==> src/rtl/op_selector_if.sv <==
// Front-panel bus between the raw push buttons and the operation selector outputs.
// The master drives the buttons. The slave (op_selector) drives the op code and the lock status.
interface op_selector_if;
  logic btn_next_n;
  logic btn_prev_n;
  logic btn_confirm_n;
  logic op_a;
  logic op_b;
  logic op_c;
  logic locked;
  logic op_valid;

  modport master (
    output btn_next_n, btn_prev_n, btn_confirm_n,
    input  op_a, op_b, op_c, locked, op_valid
  );

  modport slave (
    input  btn_next_n, btn_prev_n, btn_confirm_n,
    output op_a, op_b, op_c, locked, op_valid
  );
endinterface

==> src/rtl/op_selector.sv <==
// Debounced front-panel operation selector: next/prev step a wrapping op code.
// Confirm toggles a lock and pulses op_valid when the lock engages.
module op_selector #(
  parameter int DEBOUNCE_CYCLES = 500000,
  parameter int NUM_OPS         = 8
) (
  input  logic         clk,
  input  logic         rst_n,
  op_selector_if.slave bus
);

  localparam int                CNT_W    = $clog2(DEBOUNCE_CYCLES + 1);
  localparam logic [CNT_W-1:0]  CNT_ZERO = CNT_W'(0);
  localparam logic [CNT_W-1:0]  CNT_ONE  = CNT_W'(1);
  localparam logic [CNT_W-1:0]  CNT_LAST = CNT_W'(DEBOUNCE_CYCLES - 1);
  localparam logic [2:0]        MAX_OP   = 3'(NUM_OPS - 1);

  typedef enum logic {
    SELECT = 1'b0,
    LOCKED = 1'b1
  } state_t;

  // Button index: 0 = next, 1 = prev, 2 = confirm.
  logic [2:0]       raw_s;
  logic [2:0]       sync1_r;
  logic [2:0]       sync2_r;
  logic [2:0]       deb_r;
  logic [2:0]       deb_d_r;
  logic [2:0]       press_r;
  logic [CNT_W-1:0] cnt_r [3];

  state_t     state_r;
  state_t     state_next_s;
  logic [2:0] op_r;
  logic [2:0] op_next_s;
  logic       locked_r;
  logic       locked_next_s;
  logic       op_valid_r;
  logic       op_valid_next_s;

  assign raw_s = {bus.btn_confirm_n, bus.btn_prev_n, bus.btn_next_n};

  // Synchronize, debounce and edge-detect all three buttons.
  // The press strobe is registered to keep the decode path off the FSM input.
  always_ff @(posedge clk or negedge rst_n) begin
    if (!rst_n) begin
      sync1_r <= 3'b111;
      sync2_r <= 3'b111;
      deb_r   <= 3'b111;
      deb_d_r <= 3'b111;
      press_r <= 3'b000;
      for (int i = 0; i < 3; i++) begin
        cnt_r[i] <= CNT_ZERO;
      end
    end else begin
      sync1_r <= raw_s;
      sync2_r <= sync1_r;
      deb_d_r <= deb_r;
      press_r <= deb_d_r & ~deb_r;
      for (int i = 0; i < 3; i++) begin
        if (sync2_r[i] != deb_r[i]) begin
          if (cnt_r[i] == CNT_LAST) begin
            deb_r[i] <= ~deb_r[i];
            cnt_r[i] <= CNT_ZERO;
          end else begin
            cnt_r[i] <= cnt_r[i] + CNT_ONE;
          end
        end else begin
          cnt_r[i] <= CNT_ZERO;
        end
      end
    end
  end

  // FSM state register.
  always_ff @(posedge clk or negedge rst_n) begin
    if (!rst_n) begin
      state_r <= SELECT;
    end else begin
      state_r <= state_next_s;
    end
  end

  // FSM next-state logic: confirm toggles between SELECT and LOCKED.
  always_comb begin
    state_next_s = state_r;
    case (state_r)
      SELECT: begin
        if (press_r[2]) state_next_s = LOCKED;
        else            state_next_s = SELECT;
      end
      LOCKED: begin
        if (press_r[2]) state_next_s = SELECT;
        else            state_next_s = LOCKED;
      end
      default: state_next_s = SELECT;
    endcase
  end

  // FSM output logic: op stepping only in SELECT, and confirm takes priority over stepping.
  always_comb begin
    op_next_s       = op_r;
    locked_next_s   = (state_next_s == LOCKED);
    op_valid_next_s = (state_r == SELECT) && (state_next_s == LOCKED);
    if ((state_r == SELECT) && !press_r[2]) begin
      case (press_r[1:0])
        2'b01:   op_next_s = (op_r == MAX_OP) ? 3'd0 : op_r + 3'd1;
        2'b10:   op_next_s = (op_r == 3'd0) ? MAX_OP : op_r - 3'd1;
        default: op_next_s = op_r;
      endcase
    end else begin
      op_next_s = op_r;
    end
  end

  // Output registers, so the decoder only ever sees clean flop outputs.
  always_ff @(posedge clk or negedge rst_n) begin
    if (!rst_n) begin
      op_r       <= 3'd0;
      locked_r   <= 1'b0;
      op_valid_r <= 1'b0;
    end else begin
      op_r       <= op_next_s;
      locked_r   <= locked_next_s;
      op_valid_r <= op_valid_next_s;
    end
  end

  assign bus.op_a     = op_r[2];
  assign bus.op_b     = op_r[1];
  assign bus.op_c     = op_r[0];
  assign bus.locked   = locked_r;
  assign bus.op_valid = op_valid_r;

endmodule

==> src/flat_wrapper.sv <==
// flat-port wrapper written by rule: the top's interface ports become plain ports
module op_selector_flat 
#(
  parameter int DEBOUNCE_CYCLES = 500000,
  parameter int NUM_OPS         = 8
)
  (clk, rst_n, bus_btn_next_n, bus_btn_prev_n, bus_btn_confirm_n, bus_op_a, bus_op_b, bus_op_c, bus_locked, bus_op_valid);
  op_selector_if bus_i ();
  input  logic clk;
  input  logic rst_n;
  input wire logic [$bits(bus_i.btn_next_n)-1:0] bus_btn_next_n;
  input wire logic [$bits(bus_i.btn_prev_n)-1:0] bus_btn_prev_n;
  input wire logic [$bits(bus_i.btn_confirm_n)-1:0] bus_btn_confirm_n;
  output wire logic [$bits(bus_i.op_a)-1:0] bus_op_a;
  output wire logic [$bits(bus_i.op_b)-1:0] bus_op_b;
  output wire logic [$bits(bus_i.op_c)-1:0] bus_op_c;
  output wire logic [$bits(bus_i.locked)-1:0] bus_locked;
  output wire logic [$bits(bus_i.op_valid)-1:0] bus_op_valid;
  assign bus_i.btn_next_n = bus_btn_next_n;
  assign bus_i.btn_prev_n = bus_btn_prev_n;
  assign bus_i.btn_confirm_n = bus_btn_confirm_n;
  assign bus_op_a = bus_i.op_a;
  assign bus_op_b = bus_i.op_b;
  assign bus_op_c = bus_i.op_c;
  assign bus_locked = bus_i.locked;
  assign bus_op_valid = bus_i.op_valid;
  op_selector #(.DEBOUNCE_CYCLES(DEBOUNCE_CYCLES), .NUM_OPS(NUM_OPS)) u_core (.clk(clk), .rst_n(rst_n), .bus(bus_i));
endmodule
==> config.mk <==
export PLATFORM = sky130hd
export DESIGN_NAME = op_selector_flat
export DESIGN_NICKNAME = d
export VERILOG_FILES = /design/src/rtl/op_selector_if.sv /design/src/rtl/op_selector.sv /design/src/flat_wrapper.sv
export SDC_FILE = /design/constraint.sdc
export NUM_CORES = 1
export LEC_CHECK = 0
export ABC_AREA = 1
export BUFFER_PORTS_ARGS = -buffer_cell sky130_fd_sc_hd__buf_4
export CAP_MARGIN = 25
export CELL_PAD_IN_SITES_DETAIL_PLACEMENT = 1
export CELL_PAD_IN_SITES_GLOBAL_PLACEMENT = 1
export CORE_UTILIZATION = 30
export CTS_CLUSTER_SIZE = 14
export DETAILED_ROUTE_END_ITERATION = 16
export PLACE_DENSITY = 0.64
export SLEW_MARGIN = 25
export SYNTH_ARGS = -nofsm -noshare
export SYNTH_HDL_FRONTEND = slang
export SYNTH_SLANG_ARGS = --single-unit
export TNS_END_PERCENT = 10
==> constraint.sdc <==
create_clock -name clk -period 2.37 [get_ports clk]
set_clock_uncertainty 0.05 [all_clocks]
set_input_delay 0.237 -clock clk [delete_from_list [all_inputs] [get_ports clk]]
set_output_delay 0.237 -clock clk [all_outputs]
set_load 0.01 [all_outputs]
==> key figures, run 1 <==
Route
  – Met2 routed WL: 4740 um
  – Post-route met1 wirelength: 4470 um
  – Routed len/inst: 13.2 um
  – Via count: 3259
  – Drt initial violations: 115
  – Post-route DRC: 0
  – Vias per inst: 4.51
  – Post-route ant nets: 0
  – Routed wl met3: 208 um
  – Post-Route WL: 9530 um
  – Highest routed layer: met4
  – Drt pass-1 iters: 4

Global route
  – Initial antenna violation count: 0
  – GRT Residual Overflow: 0
  – All-Layer GR Usage: 0.153
  – Vias in the first global route: 3567
  – First-pass GRT wire length: 17000 um
  – Largest net degree at the start of global routing: 39

Placed design
  – Port Buffers: 9
  – Setup slack after placement: 774 ps
  – Final Wtd Congestion: 0.786
  – Dpl hpwl: 7130 um

CTS
  – H-tree depth: 3
  – Clock tree buffer depth: 2
  – Root Driver: clkbuf_16
  – CTS tree: built
  – CTS Buf Count: 9
  – Clock transition at path regs: 60 ps
  – Insertion delay to the later sink of the worst-skew pair: 340 ps
  – Clk sinks: 77

STA
  – Total negative slack: 0 ps
  – Max_slew headroom: 0.612
  – Tmin final: 1610 ps
  – Final Max Slew Viols: 0
  – Maximum clock rate: 621 MHz
  – PnR worst setup slack: 760 ps
  – RSZ-0062 raised after global routing: false
  – Final Hold Vio Count: 0
  – Final setup vio count: 0
  – Worst-margin pin slew: 580 ps
  – Crit share post-route: 0.679

Floorplanning
  – Starting Density: 0.308
  – I/O pin count: 10
  – Chip width: 119 um
  – DIE AREA: 14100 um^2
  – Die Ht: 119 um
  – Core ar.: 13300 um^2
  – Site Rows: 42

Synthesis
  – Post-synthesis sequential area ratio: 0.475
  – Syn_area_per_cell: 7.91 um^2
  – Synthesized instance count: 517
  – Synthesized Nets: 532
  – Cell Area, Synth: 4090 um^2
  – Ys Warns: 0
  – Yosys cell types: 30
  – #FFs+latches synth: 77

Critical path
  – Crit path kind: reg2reg
  – Worst Path Required: 2600 ps
  – Delay-heaviest family, CP: flip-flops
  – Slowest stage delay, CP: 550 ps
  – Critical path buffers and inverters: 1
  – CP cell instances: xor2_1, inv_2, nor2_1, o21a_1
  – CP arrival: 1840 ps
  – CP Capture Type: flop
  – Critical Path Fanout Max: 9
  – CP startpoint kind: flop
  – Critical Path Slowest Stage Cell: dfstp_2

Layout
  – P&R area growth vs syn: 15.4%
  – Antenna diode count: 0
  – Most frequent cells in the layout: nor2_1 (134), nand2_1 (84), dfrtp_1 (65)
  – Layout cells sized above 1: 0.126
  – Most common cell after layout, fill and taps aside: nor2_1
  – Nets@finish: 556

Power and ir drop
  – Worst VDD drop: 0.000325 V
  – Leak Pwr: 2.01 nW
  – Total power: 0.00280 W
  – PD cells: 592 nW/um^2

Outcome
  – Status: finished, final reports clean

Min path
  – HP Class: reg2reg

Flow run
  – Max-cap violations: 0
-- logic make-up (layout without fill, tap and decap cells) --
| logic type | Yosys count | after routing | synth area share |
|---|---|---|---|
| AOI/OAI and AO/OA | 30 | 30 | 0.0391 |
| xor gates and xnor gates | 30 | 30 | 0.0679 |
| and+or+nand+nor | 304 | 304 | 0.326 |
| adders and majority gates | 10 | 10 | 0.0306 |
| buffers and inverters | 66 | 95 | 0.0618 |
| DFF | 77 | 77 | 0.475 |
-- sequential cells by signal (all words and copies together) (netlist names) --
signal / flops
u_core.deb_r: 3
u_core.sync1_r: 3
u_core.press_r: 3
u_core.op_r: 3
u_core.cnt_r: 57
u_core.deb_d_r: 3
u_core.bus.op_valid: 1
u_core.state_r: 1
u_core.sync2_r: 3
-- per-stage QoR --
stage	util	cell area, um^2	cells	hold slack [ps]
after global routing	0.355	4720	722	312
final	0.355	4720	722	305
after CTS	0.355	4720	722	306
after global placement	0.331	4390	702	208
after floorplan	-	4090	517	-109
after detailed placement	0.331	4390	702	213
-- synth_stat cells --
master / number / area share
nor2_1: 134 / 0.12
nand2_1: 84 / 0.077
dfrtp_1: 65 / 0.40
inv_1: 60 / 0.055
nand3_1: 45 / 0.055
xor2_1: 17 / 0.036
o21ai_0: 13 / 0.016
dfstp_2: 12 / 0.077
a21oi_1: 11 / 0.013
nand2_2: 11 / 0.017
xnor2_1: 11 / 0.024
ha_1: 10 / 0.031
nor2_2: 10 / 0.015
nor2_4: 5 / 0.014
inv_2: 4 / 0.0037
nand4_1: 4 / 0.0061
nor3_1: 3 / 0.0037
nor3b_1: 3 / 0.0055
and2_1: 2 / 0.0031
o21ai_1: 2 / 0.0024
xor2_2: 2 / 0.0080
and3_1: 1 / 0.0015
buf_2: 1 / 0.0012
buf_4: 1 / 0.0018
nand2_4: 1 / 0.0028
nand3_2: 1 / 0.0024
o21a_1: 1 / 0.0018
o21bai_1: 1 / 0.0018
o221ai_1: 1 / 0.0021
o22ai_1: 1 / 0.0015
-- power by group --
| part | internal [W] | total, W | switching [W] |
|---|---|---|---|
| Sequential | 0.00134 | 0.00135 | 0.0000131 |
| Clock | 0.000844 | 0.00136 | 0.000513 |
| Combinational | 0.0000285 | 0.0000906 | 0.0000622 |
-- layout make-up --
type | count | area, um^2
clock buffers | 14 | 254
clock inverters | 2 | 35.0
fillers | 1645 | 8570
inverters | 64 | 240
multi-input cells | 374 | 1900
flip-flops and latches | 77 | 1940
well taps | 176 | 220
repair buffers | 15 | 135
-- timing repair --
item                      4_1_cts  5_1_grt
resized for setup               0        0
hold endpoints to repair       35        0
hold buffers                    4        0
setup buffers                   0        0
-- worst paths after layout --
path / startpoint / endpoint / slack [ps] / cells after the start
setup / recovery: u_core.deb_r[0] / u_core.cnt_r[42] / 760 / 4
hold / removal: u_core.sync1_r[1] / u_core.sync2_r[1] / 300 / 0
setup reg to reg: u_core.deb_r[0] / u_core.cnt_r[42] / 760 / 4
hold reg to reg: u_core.sync1_r[1] / u_core.sync2_r[1] / 300 / 0
max in group asynchronous: rst_n / u_core.sync2_r[0] / 1240 / 3
min in group asynchronous: rst_n / u_core.cnt_r[30] / 380 / 2
-- layer usage --
layer | vias to the layer above | GRT usage
li1 | 1654 | -
met1 | 1580 | 0.189
met2 | 16 | 0.260
met3 | 9 | 0.0391
met4 | 0 | 0.0475
met5 | - | 0
(Power assumes the default switching activity.)
==> inputs of run 2 (changes only) <==
ABC_AREA = 0   (was 1)
PLACE_DENSITY = 0.63   (was 0.64)
clock period = 1.4 ns   (was 2.37 ns; I/O delays follow)
==> key figures, run 2 <==
Floorplanning
  – Die Ht: 112 um (was 119 um)
  – Starting Density: 0.312 (was 0.308)
  – Site Rows: 39 (was 42)
  – DIE AREA: 12500 um^2 (was 14100 um^2)
  – Core ar.: 11600 um^2 (was 13300 um^2)
  – Chip width: 112 um (was 119 um)
  – I/O pin count: 10 (unchanged)

STA
  – Crit share post-route: 1.27 (was 0.679)
  – Max_slew headroom: 0.773 (was 0.612)
  – Total negative slack: -11850 ps (was 0 ps)
  – Worst-margin pin slew: 340 ps (was 580 ps)
  – PnR worst setup slack: -384 ps (was 760 ps)
  – Final setup vio count: 57 (was 0)
  – RSZ-0062 raised after global routing: true (was false)
  – Tmin final: 1780 ps (was 1610 ps)
  – Final Hold Vio Count: 0 (unchanged)
  – Final Max Slew Viols: 0 (unchanged)
  – Maximum clock rate: 560 MHz (was 621 MHz)

Synthesis
  – Cell Area, Synth: 3610 um^2 (was 4090 um^2)
  – #FFs+latches synth: 77 (unchanged)
  – Yosys cell types: 37 (was 30)
  – Post-synth top cells: dfrtp_1 (65), nor2_1 (49), xor2_1 (27), nand2_1 (20) (was nor2_1 (134), nand2_1 (84), dfrtp_1 (65), inv_1 (60), nand3_1 (45))
  – Most numerous cell in the Yosys netlist: dfrtp_1 (was nor2_1)
  – Ys Warns: 0 (unchanged)
  – EDFF count, synth: 0 (unchanged)
  – Async SR Flop Fraction: 1.00 (unchanged)
  – Synthesized Nets: 362 (was 532)
  – Top cell type's share of synthesized area: 0.451 (was 0.398)
  – Syn_area_per_cell: 10.4 um^2 (was 7.91 um^2)
  – Post-synth top flop: dfrtp_1 (unchanged)
  – Synthesized instance count: 347 (was 517)
  – Top post-synthesis cells by area: dfrtp_1 (45%), dfstp_2 (8.7%), xor2_1 (6.6%) (was dfrtp_1 (40%), nor2_1 (12%), dfstp_2 (7.7%))
  – Largest area contributor in the netlist: dfrtp_1 (unchanged)
  – Post-synthesis sequential area ratio: 0.539 (was 0.475)

Route
  – Vias per inst: 4.88 (was 4.51)
  – Via count: 2965 (was 3259)
  – Drt pass-1 iters: 10 (was 4)
  – Post-route DRC: 2 (was 0)
  – Post-Route WL: 8840 um (was 9530 um)
  – Routed len/inst: 14.5 um (was 13.2 um)
  – Drt initial violations: 75 (was 115)
  – Post-route ant nets: 0 (unchanged)

Outcome
  – Status: complete, but fails checks (was finished, final reports clean)
  – Failing checks: DRC, setup timing

Layout
  – Most common cell after layout, fill and taps aside: buf_4 (was nor2_1)
  – Final instance area: 5120 um^2 (was 4720 um^2)
  – P&R area growth vs syn: 41.9% (was 15.4%)
  – Fin cells: 608 (was 722)
  – Layout cells sized above 1: 0.381 (was 0.126)
  – Nets@finish: 475 (was 556)
  – Antenna diode count: 0 (unchanged)
  – Most flops, register: u_core.cnt_r (unchanged)
  – Largest register FFs: 57 (unchanged)
  – Most frequent cells in the layout: buf_4 (103), dfrtp_1 (63), nor2_1 (49) (was nor2_1 (134), nand2_1 (84), dfrtp_1 (65))

Critical path
  – Worst Path Required: 1620 ps (was 2600 ps)
  – FF-to-FF End: u_core.cnt_r[55] (was u_core.cnt_r[42])
  – Slowest stage delay, CP: 540 ps (was 550 ps)
  – Crit path kind: reg2reg (unchanged)
  – CP startpoint kind: flop (unchanged)
  – Delay-heaviest family, CP: simple AND/OR/NAND/NOR gates (was flip-flops)
  – Critical path buffers and inverters: 0 (was 1)
  – R2R Path Start: u_core.cnt_r[49] (was u_core.deb_r[0])
  – Reg2Reg Setup Slack: -380 ps (was 760 ps)
  – Critical Path Fanout Max: 7 (was 9)
  – CP Capture Type: flop (unchanged)
  – Worst r2r path cells: 4 (unchanged)
  – Critical Path Slowest Stage Cell: or4_4 (was dfstp_2)
  – CP arrival: 2000 ps (was 1840 ps)
  – CP cell instances: nand4_2, or4_4, or4_1, a21oi_1 (was xor2_1, inv_2, nor2_1, o21a_1)

Placed design
  – Dpl hpwl: 6560 um (was 7130 um)
  – Port Buffers: 9 (unchanged)
  – Placed inst area: 4570 um^2 (was 4390 um^2)
  – Final Wtd Congestion: 0.764 (was 0.786)
  – Placed insts: 585 (was 702)

CTS
  – CTS Buf Count: 9 (unchanged)
  – CTS tree: built (unchanged)
  – Clk sinks: 77 (unchanged)
  – H-tree depth: 3 (unchanged)
  – Clock transition at path regs: 60 ps (about the same)
  – Clock tree buffer depth: 2 (unchanged)
  – Insertion delay to the later sink of the worst-skew pair: 350 ps (was 340 ps)
  – Root Driver: clkbuf_16 (unchanged)

Global route
  – Largest net degree at the start of global routing: 34 (was 39)
  – Initial antenna violation count: 0 (unchanged)
  – All-Layer GR Usage: 0.157 (was 0.153)
  – First-pass GRT wire length: 15200 um (was 17000 um)
  – Vias in the first global route: 3252 (was 3567)
  – GRT Residual Overflow: 0 (unchanged)

Power and ir drop
  – PD cells: 977 nW/um^2 (was 592 nW/um^2)
  – Worst VDD drop: 0.000548 V (was 0.000325 V)
  – Total power: 0.00500 W (was 0.00280 W)
  – Leak Pwr: 2.26 nW (was 2.01 nW)

Flow run
  – Max-cap violations: 0 (unchanged)

Min path
  – HP Class: in2async (was reg2reg)
## run 2: cell count changes in the layout (fill, tap and decap cells not counted), moves of 10 or more
cell,delta
nor2_2,-10
nand3_1,-30
nand4_1,+15
nor2_1,-85
nand2_2,-11
inv_1,-47
buf_4,+93
nand2_1,-64
## run 2: worst register-to-register path, cell delays in order (launching register included)
cell	delay, ps
dfrtp_1	370
nand4_2	120
or4_4	540
or4_1	490
a21oi_1	130
## run 2: worst max path at each step
stage	from	endpoint	slack (ps)	cells after the start
floorplan	u_core.cnt_r[47]	u_core.cnt_r[55]	-480	5
global placement	u_core.cnt_r[49]	u_core.cnt_r[55]	-440	4
detailed placement	u_core.cnt_r[49]	u_core.cnt_r[54]	-560	4
CTS	u_core.cnt_r[49]	u_core.cnt_r[55]	-440	4
global route	u_core.cnt_r[39]	u_core.cnt_r[51]	-490	7
finish	u_core.cnt_r[49]	u_core.cnt_r[55]	-380	4
## run 2: what timing repair did
item | CTS | global route
endpoints found under the setup margin | 57 | 58
setup buffers | 3 | 0
resized for setup | 18 | 25
endpoints found under the hold margin | 72 | 0
hold buffers | 4 | 0
pin swaps | 13 | 8
cloned | 0 | 0
## run 2: area by class of cell
type	instances	area [um^2]
fill	1267	6450
tap	143	179
multi-input combinational	247	1750
timing repair buffer	111	876
sequential	77	1940
clock buffer	10	229
clock inverter	6	88.8
inverter	14	52.6
## run 2: per-layer routing
layer  share of wire  wire, um  up-vias  global-route usage
li1                -         -     1445                   -
met1            0.43      3850     1480               0.183
met2            0.52      4570       28               0.274
met3           0.027       243       12              0.0376
met4           0.021       184        0              0.0730
met5               0         0        -                   0
## run 2: logic make-up after synthesis
kind of cell / Yosys count / share of synthesized area
compound gates: 31 / 0.0493
xor+xnor: 43 / 0.104
fa+ha+maj: 10 / 0.0347
buf+inv: 23 / 0.0250
flops: 77 / 0.539
mux: 4 / 0.0121
simple gates: 159 / 0.236
## run 2: power breakdown
| part | switching [W] | total, W | internal [W] | leakage (nW) |
|---|---|---|---|---|
| Sequential | 0.0000217 | 0.00229 | 0.00226 | 1.02 |
| Clock | 0.000937 | 0.00250 | 0.00156 | 0.149 |
| Combinational | 0.000120 | 0.000218 | 0.0000978 | 1.09 |
## run 2: per-stage QoR
step,hold WS (ps),setup WS [ps],utilization
global route,220,-486,0.442
global placement,17.1,-439,0.395
detailed placement,19.9,-563,0.395
CTS,188,-442,0.434
floorplan,-206,-477,-
finish,193,-384,0.442
